### config.mk
export PLATFORM = sky130hd
export DESIGN_NAME = rf_wr_arbiter
export DESIGN_NICKNAME = d
export VERILOG_FILES = /design/src/rtl/rf_wr_arbiter.sv
export SDC_FILE = /design/constraint.sdc
export NUM_CORES = 1
export LEC_CHECK = 0
export CAP_MARGIN = 0
export CORE_ASPECT_RATIO = 0.7
export CORE_UTILIZATION = 41
export CTS_BUF_LIST = sky130_fd_sc_hd__clkbuf_4 sky130_fd_sc_hd__clkbuf_8 sky130_fd_sc_hd__clkbuf_16
export CTS_CLUSTER_DIAMETER = 40
export DETAILED_ROUTE_END_ITERATION = 6
export PLACE_DENSITY = 0.92
export SYNTH_ARGS = -nofsm -noshare
export SYNTH_HDL_FRONTEND = slang
export SYNTH_SLANG_ARGS = --single-unit
### constraint.sdc
create_clock -name clk -period 2.77 [get_ports clk]
set_input_delay 0.6925 -clock clk [delete_from_list [all_inputs] [get_ports clk]]
set_output_delay 0.6925 -clock clk [all_outputs]
set_load 0.005 [all_outputs]
### src/rtl/rf_wr_arbiter.sv
// Two-requester arbiter for the register file write port: B has priority, A
// takes the port once it has been refused MAX_WAIT cycles in a row.
module rf_wr_arbiter #(
  parameter int MAX_WAIT = 3,
  parameter int CNT_W    = 16
) (
  input  logic             clk,
  input  logic             rst,
  input  logic             a_valid,
  output logic             a_ready,
  input  logic [4:0]       a_addr,
  input  logic [31:0]      a_data,
  input  logic             b_valid,
  output logic             b_ready,
  input  logic [4:0]       b_addr,
  input  logic [31:0]      b_data,
  output logic             rf_we,
  output logic [4:0]       rf_addr,
  output logic [31:0]      rf_data,
  output logic             a_starved,
  output logic [CNT_W-1:0] conflict_cnt
);

  localparam logic [3:0] MAX_WAIT_C = 4'(MAX_WAIT);

  logic             a_need, b_need, both_need;
  logic             grant_a, grant_b;
  logic             rf_we_q, rf_we_d;
  logic [4:0]       rf_addr_q, rf_addr_d;
  logic [31:0]      rf_data_q, rf_data_d;
  logic [3:0]       wait_cnt_q, wait_cnt_d;
  logic [CNT_W-1:0] conflict_cnt_q, conflict_cnt_d;

  assign a_need    = a_valid && (a_addr != 5'd0);
  assign b_need    = b_valid && (b_addr != 5'd0);
  assign both_need = a_need && b_need;
  assign a_starved = (wait_cnt_q == MAX_WAIT_C);

  assign grant_a = a_need && (!b_need || a_starved);
  assign grant_b = b_need && !grant_a;

  // Address-0 writes are absorbed here; the register file never sees them.
  assign a_ready = rst && (grant_a || (a_valid && (a_addr == 5'd0)));
  assign b_ready = rst && (grant_b || (b_valid && (b_addr == 5'd0)));

  // NOTE: every signal gets a default at the top of always_comb so no path
  // leaves it unassigned, which would otherwise infer a latch.
  always_comb begin
    rf_we_d        = grant_a || grant_b;
    rf_addr_d      = rf_addr_q;
    rf_data_d      = rf_data_q;
    wait_cnt_d     = 4'd0;
    conflict_cnt_d = conflict_cnt_q;

    if (grant_a) begin
      rf_addr_d = a_addr;
      rf_data_d = a_data;
    end else if (grant_b) begin
      rf_addr_d = b_addr;
      rf_data_d = b_data;
    end

    if (a_need && !grant_a && (wait_cnt_q != MAX_WAIT_C))
      wait_cnt_d = wait_cnt_q + 4'd1;
    else if (a_need && !grant_a)
      wait_cnt_d = wait_cnt_q;

    if (both_need && (conflict_cnt_q != {CNT_W{1'b1}}))
      conflict_cnt_d = conflict_cnt_q + CNT_W'(1);
  end

  // NOTE: state uses non-blocking assignments so every flop samples the
  // pre-edge values, independent of block evaluation order.
  always_ff @(posedge clk or negedge rst) begin
    if (!rst) begin
      rf_we_q        <= 1'b0;
      rf_addr_q      <= 5'd0;
      rf_data_q      <= 32'd0;
      wait_cnt_q     <= 4'd0;
      conflict_cnt_q <= '0;
    end else begin
      rf_we_q        <= rf_we_d;
      rf_addr_q      <= rf_addr_d;
      rf_data_q      <= rf_data_d;
      wait_cnt_q     <= wait_cnt_d;
      conflict_cnt_q <= conflict_cnt_d;
    end
  end

  assign rf_we        = rf_we_q;
  assign rf_addr      = rf_addr_q;
  assign rf_data      = rf_data_q;
  assign conflict_cnt = conflict_cnt_q;

  // Requesters must hold a refused request unchanged until it is accepted.
  a_stable_chk: assert property (@(posedge clk) disable iff (!rst)
    (a_valid && !a_ready) |=> (a_valid && $stable(a_addr) && $stable(a_data)));
  b_stable_chk: assert property (@(posedge clk) disable iff (!rst)
    (b_valid && !b_ready) |=> (b_valid && $stable(b_addr) && $stable(b_data)));

endmodule

# Word-level counts from Yosys, hierarchy flattened
# Cells that the tools add are included.
[totals]
reg_bits = 58
in_bits = 78
out_inout_bits = 57
elab_cells = 40
[op_classes]
addsub = 2
n_eq_ne = 4
muxes = 6
n_reduce_logical = 23
[ops]
columns = ["cell", "count"]
rows = [
  ["two-way mux 32 bit", 2],
  ["adder 16 x 1 -> 16 bit, second input constant", 1],
  ["inequality test 16 bit, second input constant", 1],
  ["logical AND 1 bit", 12],
  ["logical NOT 5 bit", 2],
  ["two-way mux 5 bit", 2],
  ["nonzero test 5 bit", 2],
  ["two-way mux 4 bit", 2],
  ["adder 4 x 1 -> 4 bit, second input constant", 1],
  ["equality test 4 x 2 -> 1 bit, second input constant", 1],
  ["logical OR 1 bit", 4],
  ["inequality test 4 x 2 -> 1 bit, second input constant", 1],
  ["logical NOT 1 bit", 2],
  ["inequality test 2 x 1 -> 1 bit, second input constant", 1],
  ["nonzero test 2 bit", 1],
]

# Logic depth before layout (Yosys ltp)
[depth]
word_depth = 9
mapped_depth = 8

# Least setup slack after synthesis
# No wires, ideal clock.
[synth_timing]
kind = "in2out"
from = "in b_addr[0]"
to = "out b_ready"
arrival_time_ps = 1886
required_time_ps = 2078
path_slack_ps = 192
stages = 5
path_cell_list = "or4_4 o21ai_2 o21ai_1 buf_2 o211a_1"
[synth_between]
elab_chain_cells = 9
elab_cells_between_ends = 11
cone_classes = "reduce/logical (11)"
[synth_lines]
columns = ["item", "line", "rtl"]
rows = [
  ["start: declaration", "15", "input logic [4:0] b_addr,"],
  ["nonzero test 5 bit", "35", "assign b_need = b_valid && (b_addr != 5'd0);"],
  ["logical AND 1 bit", "35", ""],
  ["logical NOT 1 bit", "39", "assign grant_a = a_need && (!b_need || a_starved);"],
  ["logical OR 1 bit", "39", ""],
  ["logical AND 1 bit", "39", ""],
  ["logical NOT 1 bit", "40", "assign grant_b = b_need && !grant_a;"],
  ["logical AND 1 bit", "40", ""],
  ["logical OR 1 bit *", "44", "assign b_ready = rst && (grant_b || (b_valid && (b_addr == 5'd0)));"],
  ["logical AND 1 bit *", "44", ""],
  ["end: declaration", "14", "output logic b_ready,"],
]
# Mark *: on every way between the ends. The rest lies on a longest branch, timed or not.

# Final worst setup path
[layout_timing]
from = "in a_addr[1]"
to = "out b_ready"
[layout_between]
elab_chain_cells = 7
[layout_lines]
columns = ["item", "line", "rtl"]
rows = [
  ["start: declaration", "11", "input logic [4:0] a_addr,"],
  ["nonzero test 5 bit", "34", "assign a_need = a_valid && (a_addr != 5'd0);"],
  ["logical AND 1 bit", "34", ""],
  ["logical AND 1 bit", "39", ""],
  ["logical NOT 1 bit", "40", ""],
  ["logical AND 1 bit", "40", ""],
  ["logical OR 1 bit", "44", ""],
  ["logical AND 1 bit", "44", ""],
]
# Every way passes these cells.

==> results.json <==
{
  "critPathKind": "in -> out",
  "cts_buffer_depth": 2,
  "maxCapViolations": 0,
  "drv_slew": 0,
  "report.final.hold_viol_count": 0,
  "port_buffers": 134,
  "final_cells": 506,
  "placed_area_mm2": 0.00423,
  "route.detailed.drc": 0,
  "rsz0062_at_grt": "no",
  "synth_nets": 348,
  "grt.total_usage_pct": 23.3,
  "hp-class": "in -> async",
  "grt_pass1_wl_um": 12700,
  "vdd_drop_max_v": 0.000302,
  "wire_per_inst_um": 15.7,
  "routed_wl_um": 7920,
  "drt_pass1_iterations": 5,
  "outcome": "finished clean",
  "start_kind": "primary input",
  "ant_nets": 0,
  "cp.arrival_ns": 2.02,
  "via_count": 2669,
  "grt_pass1_vias": 2700,
  "core_area_mm2": 0.00634,
  "place_inst": 491,
  "layout-drive-gt1-share_pct": 10.1,
  "yosysWarningCount": 0,
  "via_per_inst": 5.27,
  "n_antenna_cell": 0,
  "period_share_pct": 98.1,
  "relSlewSlack_pct": 60.4,
  "antenna_found_initial": 0,
  "path_max_fanout": 3,
  "clock_latency_ns": 0.33,
  "timing.rr.end": "conflict_cnt[12]",
  "synthFlopType": "dfrtp_1",
  "reg2reg_from": "conflict_cnt[0]",
  "fmax_mhz": 368,
  "ios": 135,
  "synth_area_mm2": 0.00275,
  "cts-htree-levels": 3,
  "worst_slew_pin_slew_ns": 0.588,
  "dieArea_mm2": 0.00704,
  "setup_violations": 0,
  "final_cell_area_mm2": 0.00440,
  "fin_worst_skew_ns": 0.00798,
  "leakage_uw": 0.00189,
  "ys_seq_elements": 58,
  "crit_required_ns": 2.08,
  "die_y_um": 70.5,
  "layout_commonest_cell": "clkdlybuf4s50_1",
  "clock-sinks": 58,
  "synth_cell_type_count": 40,
  "netlist_instances": 268,
  "core.rowCount": 24,
  "cts_root_buf": "clkbuf_8",
  "powerDensity_mw_per_mm2": 515,
  "layout_common_cells": "clkdlybuf4s50_1, dfrtp_1, inv_1, a32oi_1, o21ai_1",
  "final_nets": 491,
  "start_util_pct": 43.4,
  "worst_slack_ns": 0.0526,
  "crit_path_end_kind": "output port",
  "rr_worst_depth": 6,
  "pre_cts_slack_ns": -0.522,
  "die_w_um": 99.9,
  "cts.clk_slew.worst_paths_ns": 0.06,
  "syn_area_per_cell_um2": 10.3,
  "globalRouteOverflowTotal": 0,
  "ctsHoldBuffers": 0,
  "cts_tree": "yes",
  "ys_seq_area_share_pct": 52.8,
  "regToRegSetupSlack_ns": 0.81,
  "detailedRoute.firstIterationViolations": 117,
  "grt_start_max_net_pins": 39,
  "cts_made_buffers": 9,
  "gp_congestion": 0.802,
  "dp_hpwl_um": 5800,
  "area_growth_pct": 60.1,
  "post-route-min-period_ns": 2.72,
  "synth-edff-count": 0,
  "async_reset_ff_share_pct": 100
}
per-stage QoR:
stage	setup TNS, ns	total power (uW)	utilization (%)	hold slack (ns)
global route	0	2380	69.5	0.146
global placement	-1.03	1580	66.8	0.453
finish	0	2270	69.5	0.173
detailed placement	-2.78	1600	66.8	0.469
CTS	0	2290	69.5	0.155
floorplan	0	1210	-	0.397
flip-flops by register name, indices dropped and copies added, names as in the netlist:
| register | cells |
|---|---|
| conflict_cnt | 16 |
| rf_addr | 5 |
| rf_data | 32 |
| rf_we | 1 |
| wait_cnt_q | 4 |
power breakdown:
| part | switching [uW] | internal [uW] | total [uW] |
|---|---|---|---|
| clock | 311 | 374 | 685 |
| combinational | 196 | 344 | 540 |
| sequential | 96.5 | 946 | 1040 |
| total | 603 | 1660 | 2270 |
how the worst max path moves through the flow:
stage                     startpoint  endpoint  slack (ns)  cells after the start
after floorplan            b_addr[0]   b_ready        0.19                      5
after global placement     b_addr[0]   b_ready       -0.49                      6
after detailed placement   b_addr[0]   b_ready       -0.52                      6
after CTS                  b_addr[3]   b_ready        0.02                      6
after global routing       a_addr[1]   b_ready       0.007                      6
final                      a_addr[1]   b_ready        0.05                      6
per-layer routing:
layer | global-route usage (%) | wire length, um | share of wire [%] | up-vias
met3 | 8.11 | 615 | 7.8 | 8
met5 | 0 | 0 | 0 | -
li1 | - | - | - | 1265
met1 | 28.9 | 3430 | 43 | 1276
met2 | 38.2 | 3810 | 48 | 120
met4 | 7.52 | 73 | 0.92 | 0
cells by family (layout without fill, tap and decap cells):
logic type | count (synthesis) | count (layout) | synth area share, %
adder cells (fa/ha/maj) | 2 | 2 | 0.910
XOR/XNOR | 15 | 15 | 4.78
buffers and inverters | 55 | 202 | 9.10
AO/OA/AOI/OAI | 88 | 88 | 22.2
multiplexers | 1 | 1 | 0.409
AND/OR/NAND/NOR | 49 | 49 | 9.78
flip-flops | 58 | 58 | 52.8
cell usage after synthesis, drive strengths merged (6+ instances only):
cell type	instances	area share [%]
nand3	7	1.3
nor2	8	1.4
xor2	6	1.9
xnor2	9	2.9
dfrtp	58	53
buf	13	3.4
inv	39	5.3
o21ai	40	7.4
nand2	12	1.6
a32oi	37	12
nor3	6	1.1
nand4	6	1.4
final cells by class:
class / count / area [um2]
clock buffer: 12 / 159
timing repair buffer: 148 / 1450
inverter: 39 / 146
tap: 91 / 114
multi-input combinational: 155 / 1070
clock inverter: 3 / 15.0
sequential: 58 / 1450
fill: 499 / 1930
critical path, cell delays in order:
cell,delay [ns]
clkdlybuf4s50_1,0.46
nor4_4,0.37
a21boi_1,0.15
o21ai_2,0.09
o211a_1,0.15
buf_2,0.12
what timing repair did:
action / 4_1_cts / 5_1_grt
resized for setup: 14 / 3
setup endpoints to repair: 2 / 2
pin swaps: 4 / 2
buffers inserted: 0 / 0
(Power assumes the default switching activity.)
==> RTL edit 1, RTL diff (config.mk and constraints unchanged) <==
Change the parameter `CNT_W` from 16 to 32.
--- a/src/rtl/rf_wr_arbiter.sv
+++ b/src/rtl/rf_wr_arbiter.sv
@@ -2,7 +2,7 @@
 // takes the port once it has been refused MAX_WAIT cycles in a row.
 module rf_wr_arbiter #(
   parameter int MAX_WAIT = 3,
-  parameter int CNT_W    = 16
+  parameter int CNT_W    = 32
 ) (
   input  logic             clk,
   input  logic             rst,
Interface: changed (resized conflict_cnt); port bits go from 135 to 151. The function was not compared with the original's and may differ.
==> RTL edit 1 against the original RTL <==
  * Sequential cell count increased by 16
  * First-iteration DRC count increased by 21%
  * Sequential share of layout area increased by 0.88 points
  * Synthesized area increased by 27%
  * Final area increased by 24%
  * Routed wire length increased by 24%
  * Total power increased by 34%
  * Worst setup slack got worse by 0.026 ns
  * Core utilization decreased by 1.7 points
  * Register-to-register slack got worse by 0.20 ns
==> RTL edit 1: results (changes against the original RTL) <==
worst reg2reg setup slack 0.61 ns (-0.20 ns); routability cong. 0.793 (-1.1%); CP Launch Point b_addr[3]; Buffers on Ports 150 (+12%); met2 Resource Use GR 39.8% (+1.6 points); multiplexer share of the synthesized area 0.322% (-0.087 points); drt total wl 9.86 mm (+24%); Mapped Cells 327 (+22%); compound-cell area share of the yosys netlist 12.8% (-9.4 points); Fin Clk Skew 0.00650 ns (-0.00148 ns); Syn Nets 407 (+17%); met3 WL 531 um (-14%); worst slack at placement -0.729 ns (-0.207 ns); DR WL met2 4.90 mm (+29%); Root Buffer clkbuf_16; Commonest cells post-synth 84 x nand2_1, 74 x dfrtp_1, 31 x a22oi_1, 21 x xnor2_1, 13 x nand3_1; met3 GRT Util 5.80% (-2.3 points); top post-synthesis cells by area dfrtp_1 53%, nand2_1 9.0%, a22oi_1 6.7%; Post-Synth XOR/XNOR Area 7.76% (+3.0 points); Filler Cells Inserted 605 (+21%); number of global-route vias before repair 3313 (+23%); met1 Use GR 28.8% (-0.070 points); 1st-pass router iterations 4 (-1); Lkg Pwr 2.40 nW (+27%); Synth Area in Adders 0.716% (-0.19 points); Reg2Reg Capture Point conflict_cnt[18]; largest net degree at the start of global routing 70 (+79%); Global Route Usage Sum 23.1% (-0.21 points); first-pass GRT wire length 16.1 mm (+27%); max_slew headroom 42.0% (-18 points); arrival time at the worst endpoint 2.05 ns (+0.03 ns); DP HPWL 7.33 mm (+26%); placed cell count 581 (+18%); routed wire length per instance 16.5 um (+5.3%); iteration-0 DRC count of the detailed router 141 (+21%); met1 WL 4.32 mm (+26%); post-DR vias/cell 5.29 (+0.31%); Max Clk Rate 364 MHz (-0.96%); status finished, final reports clean; max incr delay on CP 0.56 ns (+0.10 ns); Yosys cell types 41 (+2.5%)
RTL edit 1: cell type report:
class	count	area [um2]	share of cell area (%)
repair buffers	167	1630	29.7
multi-input cells	236	1550	28.4
clock inverters	6	66.3	1.21
inverters	4	15.0	0.274
flip-flops and latches	74	1850	33.8
well taps	101	126	2.31
clock buffers	10	233	4.25
RTL edit 1: timing repair:
action                     CTS  global route
setup buffers                1             0
resized for setup           41             4
pin swaps                    6             0
hold buffers                 0             0
setup endpoints to repair    2             2
RTL edit 1: metrics by stage:
| step | util (%) | area, um2 | hold WS (ns) |
|---|---|---|---|
| after floorplan | - | 3500 | 0.397 |
| after global placement | 64.2 | 5180 | 0.445 |
| after detailed placement | 64.2 | 5180 | 0.463 |
| after CTS | 67.8 | 5470 | 0.171 |
| after global routing | 67.8 | 5470 | 0.166 |
| final | 67.8 | 5470 | 0.178 |
RTL edit 1: report_power, final:
group	switching, mW	internal (mW)
clock network	0.441	0.709
logic	0.223	0.366
registers	0.101	1.19
==> RTL edit 2, RTL diff (config.mk and constraints unchanged) <==
Made on the original files. Take the reset off `rf_data_q` and load it in a clocked block of its own.
--- a/src/rtl/rf_wr_arbiter.sv
+++ b/src/rtl/rf_wr_arbiter.sv
@@ -75,16 +75,18 @@
     if (!rst) begin
       rf_we_q        <= 1'b0;
       rf_addr_q      <= 5'd0;
-      rf_data_q      <= 32'd0;
       wait_cnt_q     <= 4'd0;
       conflict_cnt_q <= '0;
     end else begin
       rf_we_q        <= rf_we_d;
       rf_addr_q      <= rf_addr_d;
-      rf_data_q      <= rf_data_d;
       wait_cnt_q     <= wait_cnt_d;
       conflict_cnt_q <= conflict_cnt_d;
     end
+  end
+
+  always_ff @(posedge clk) begin
+    rf_data_q <= rf_data_d;
   end
 
   assign rf_we        = rf_we_q;
Formal check against the unedited RTL: not equivalent (a bounded check fails within 4 cycles, from zero or initial values and one cycle with rst low).
==> RTL edit 2 against the original RTL <==
  * Routed wire length shrank 10%
  * Final cell count down 15%
  * Register-to-register slack worse by 0.27 ns
  * Non-clock buffer count is 4 higher
  * Final area rose by 0.54%
  * Worst setup slack lost 0.0073 ns
  * First-iteration DRC count fell by 23%
  * Sequential share of layout area up 3.4 points
  * Synthesized area fell by 2.0%
  * Hold slack better by 0.30 ns
  * Count of clock-buffer cells in the layout down 3
  * Total power grew 5.8%
  * Sequential cell count unchanged
  * Critical path type unchanged
  * Largest cell class unchanged
==> RTL edit 2: results (changes against the original RTL) <==
DP HPWL 5.26 mm (-9.3%); Global Route Usage Sum 21.6% (-1.7 points); first-pass GRT wire length 11.2 mm (-12%); Filler Cells Inserted 433 (-13%); max_slew headroom 58.1% (-2.3 points); worst min path class flop to flop; main flop type after synthesis edfxtp_1; Yosys cell types 34 (-15%); status finished, final reports clean; top post-synthesis cells by area edfxtp_1 36%, dfrtp_1 24%, mux2_2 8.4%; iteration-0 DRC count of the detailed router 90 (-23%); Crit Path Max Fanout 2 (-1); Pint 1.79 mW (+7.8%); Post-synth ARST share 44.8% (-55 points); Final #Nets 429 (-13%); Syn Nets 271 (-22%); Commonest cells post-synth 32 x edfxtp_1, 26 x dfrtp_1, 20 x mux2_2, 14 x mux2_4, 12 x nor2_1; largest net degree at the start of global routing 38 (-2.6%); Seq/Total Area, Yosys 59.8% (+7.0 points); Ys Warns 0 (unchanged); Vias 2157 (-19%); Fin Clk Skew 0.00760 ns (-0.000380 ns); slowest cell on the critical path or4_4; max incr delay on CP 0.55 ns (+0.09 ns); post-DR vias/cell 4.99 (-5.3%); max FFs per register 32 (unchanged); placed cell count 412 (-16%); Lkg Pwr 1.81 nW (-4.3%); Post-synth EDFFs 32 (+32); maximum vdd drop 0.394 mV (+31%); ratio of cells with drive above 1 in the final layout 22.3% (+12 points); drt total wl 7.13 mm (-10%); routability cong. 0.894 (+11%); 1st-pass router iterations 5 (unchanged); Mapped Cells 191 (-29%)
-- RTL edit 2: cell types whose count changed after synthesis, moves of 4 or more --
cell      before  now
a22oi_1        0    5
a32oi_1       37    0
buf_2          8    1
dfrtp_1       58   26
edfxtp_1       0   32
inv_1         38    8
mux2_2         1   20
mux2_4         0   14
nand2_1       12    8
nor2_1         7   12
o21ai_0       15    5
o21ai_1       24    0
-- RTL edit 2: layout make-up --
class	count	area [um2]	area share (%)
inverter	8	30.0	0.678
timing repair buffer	152	1480	33.3
multi-input combinational	120	1030	23.3
clock buffer	9	124	2.80
sequential	58	1610	36.4
tap	78	97.6	2.20
clock inverter	7	60.1	1.36
-- RTL edit 2: final timing paths --
path	from	slack, ns	endpoint	depth (start not counted)
setup / recovery	a_addr[3]	0.05	b_ready	6
hold / removal	wait_cnt_q[0]	0.47	wait_cnt_q[0]	1
setup reg to reg	wait_cnt_q[0]	0.54	rf_data[15]	6
hold reg to reg	wait_cnt_q[0]	0.47	wait_cnt_q[0]	1
max in group asynchronous	rst	1.71	rf_we	2
min in group asynchronous	rst	0.75	rf_addr[4]	2
-- RTL edit 2: kinds of logic (layout without fill, tap and decap cells) --
kind of cell / after synthesis / count (layout) / share of synthesized area [%]
muxes: 34 / 34 / 16.1
buffers and inverters: 13 / 176 / 2.69
AOI/OAI and AO/OA: 20 / 20 / 5.99
adders and majority gates: 2 / 2 / 0.928
and+or+nand+nor: 49 / 49 / 9.61
xor gates and xnor gates: 15 / 15 / 4.87
DFF: 58 / 58 / 59.8
-- RTL edit 2: what timing repair did --
item | CTS | global route
pin swaps | 6 | 4
setup buffers | 4 | 0
gates resized for setup | 25 | 3
hold buffers | 0 | 0
cloned | 0 | 0
endpoints found under the setup margin | 2 | 2
-- RTL edit 2: per-layer routing --
layer / vias to the layer above / wire length [um] / GRT usage (%)
met5: - / 0 / 0
met1: 1041 / 2970 / 25.9
li1: 1027 / - / -
met4: 0 / 80 / 6.47
met2: 79 / 3680 / 37.1
met3: 10 / 401 / 6.91
-- RTL edit 2: worst max-delay path: cells and delay by family --
kind                   cells  cell delay (ns)
AO/OA/AOI/OAI              3             0.44
buffers and inverters      2             0.35
AND/OR/NAND/NOR            1             0.55
-- RTL edit 2: power by group through the flow --
stage               sequential, mW  combinational (mW)  clock [mW]
finish                        1.11               0.540       0.745
global route                  1.13               0.577       0.803
CTS                           1.11               0.544       0.761
detailed placement            1.13               0.543           0
global placement              1.12               0.521           0
floorplan                     1.12               0.166           0
-- RTL edit 2: metrics by stage --
stage               setup slack, ns  area [um2]
floorplan                    0.0450        2700
global placement             -0.507        4230
global route               -0.00737        4430
finish                       0.0453        4430
CTS                         0.00134        4420
detailed placement           -0.535        4230
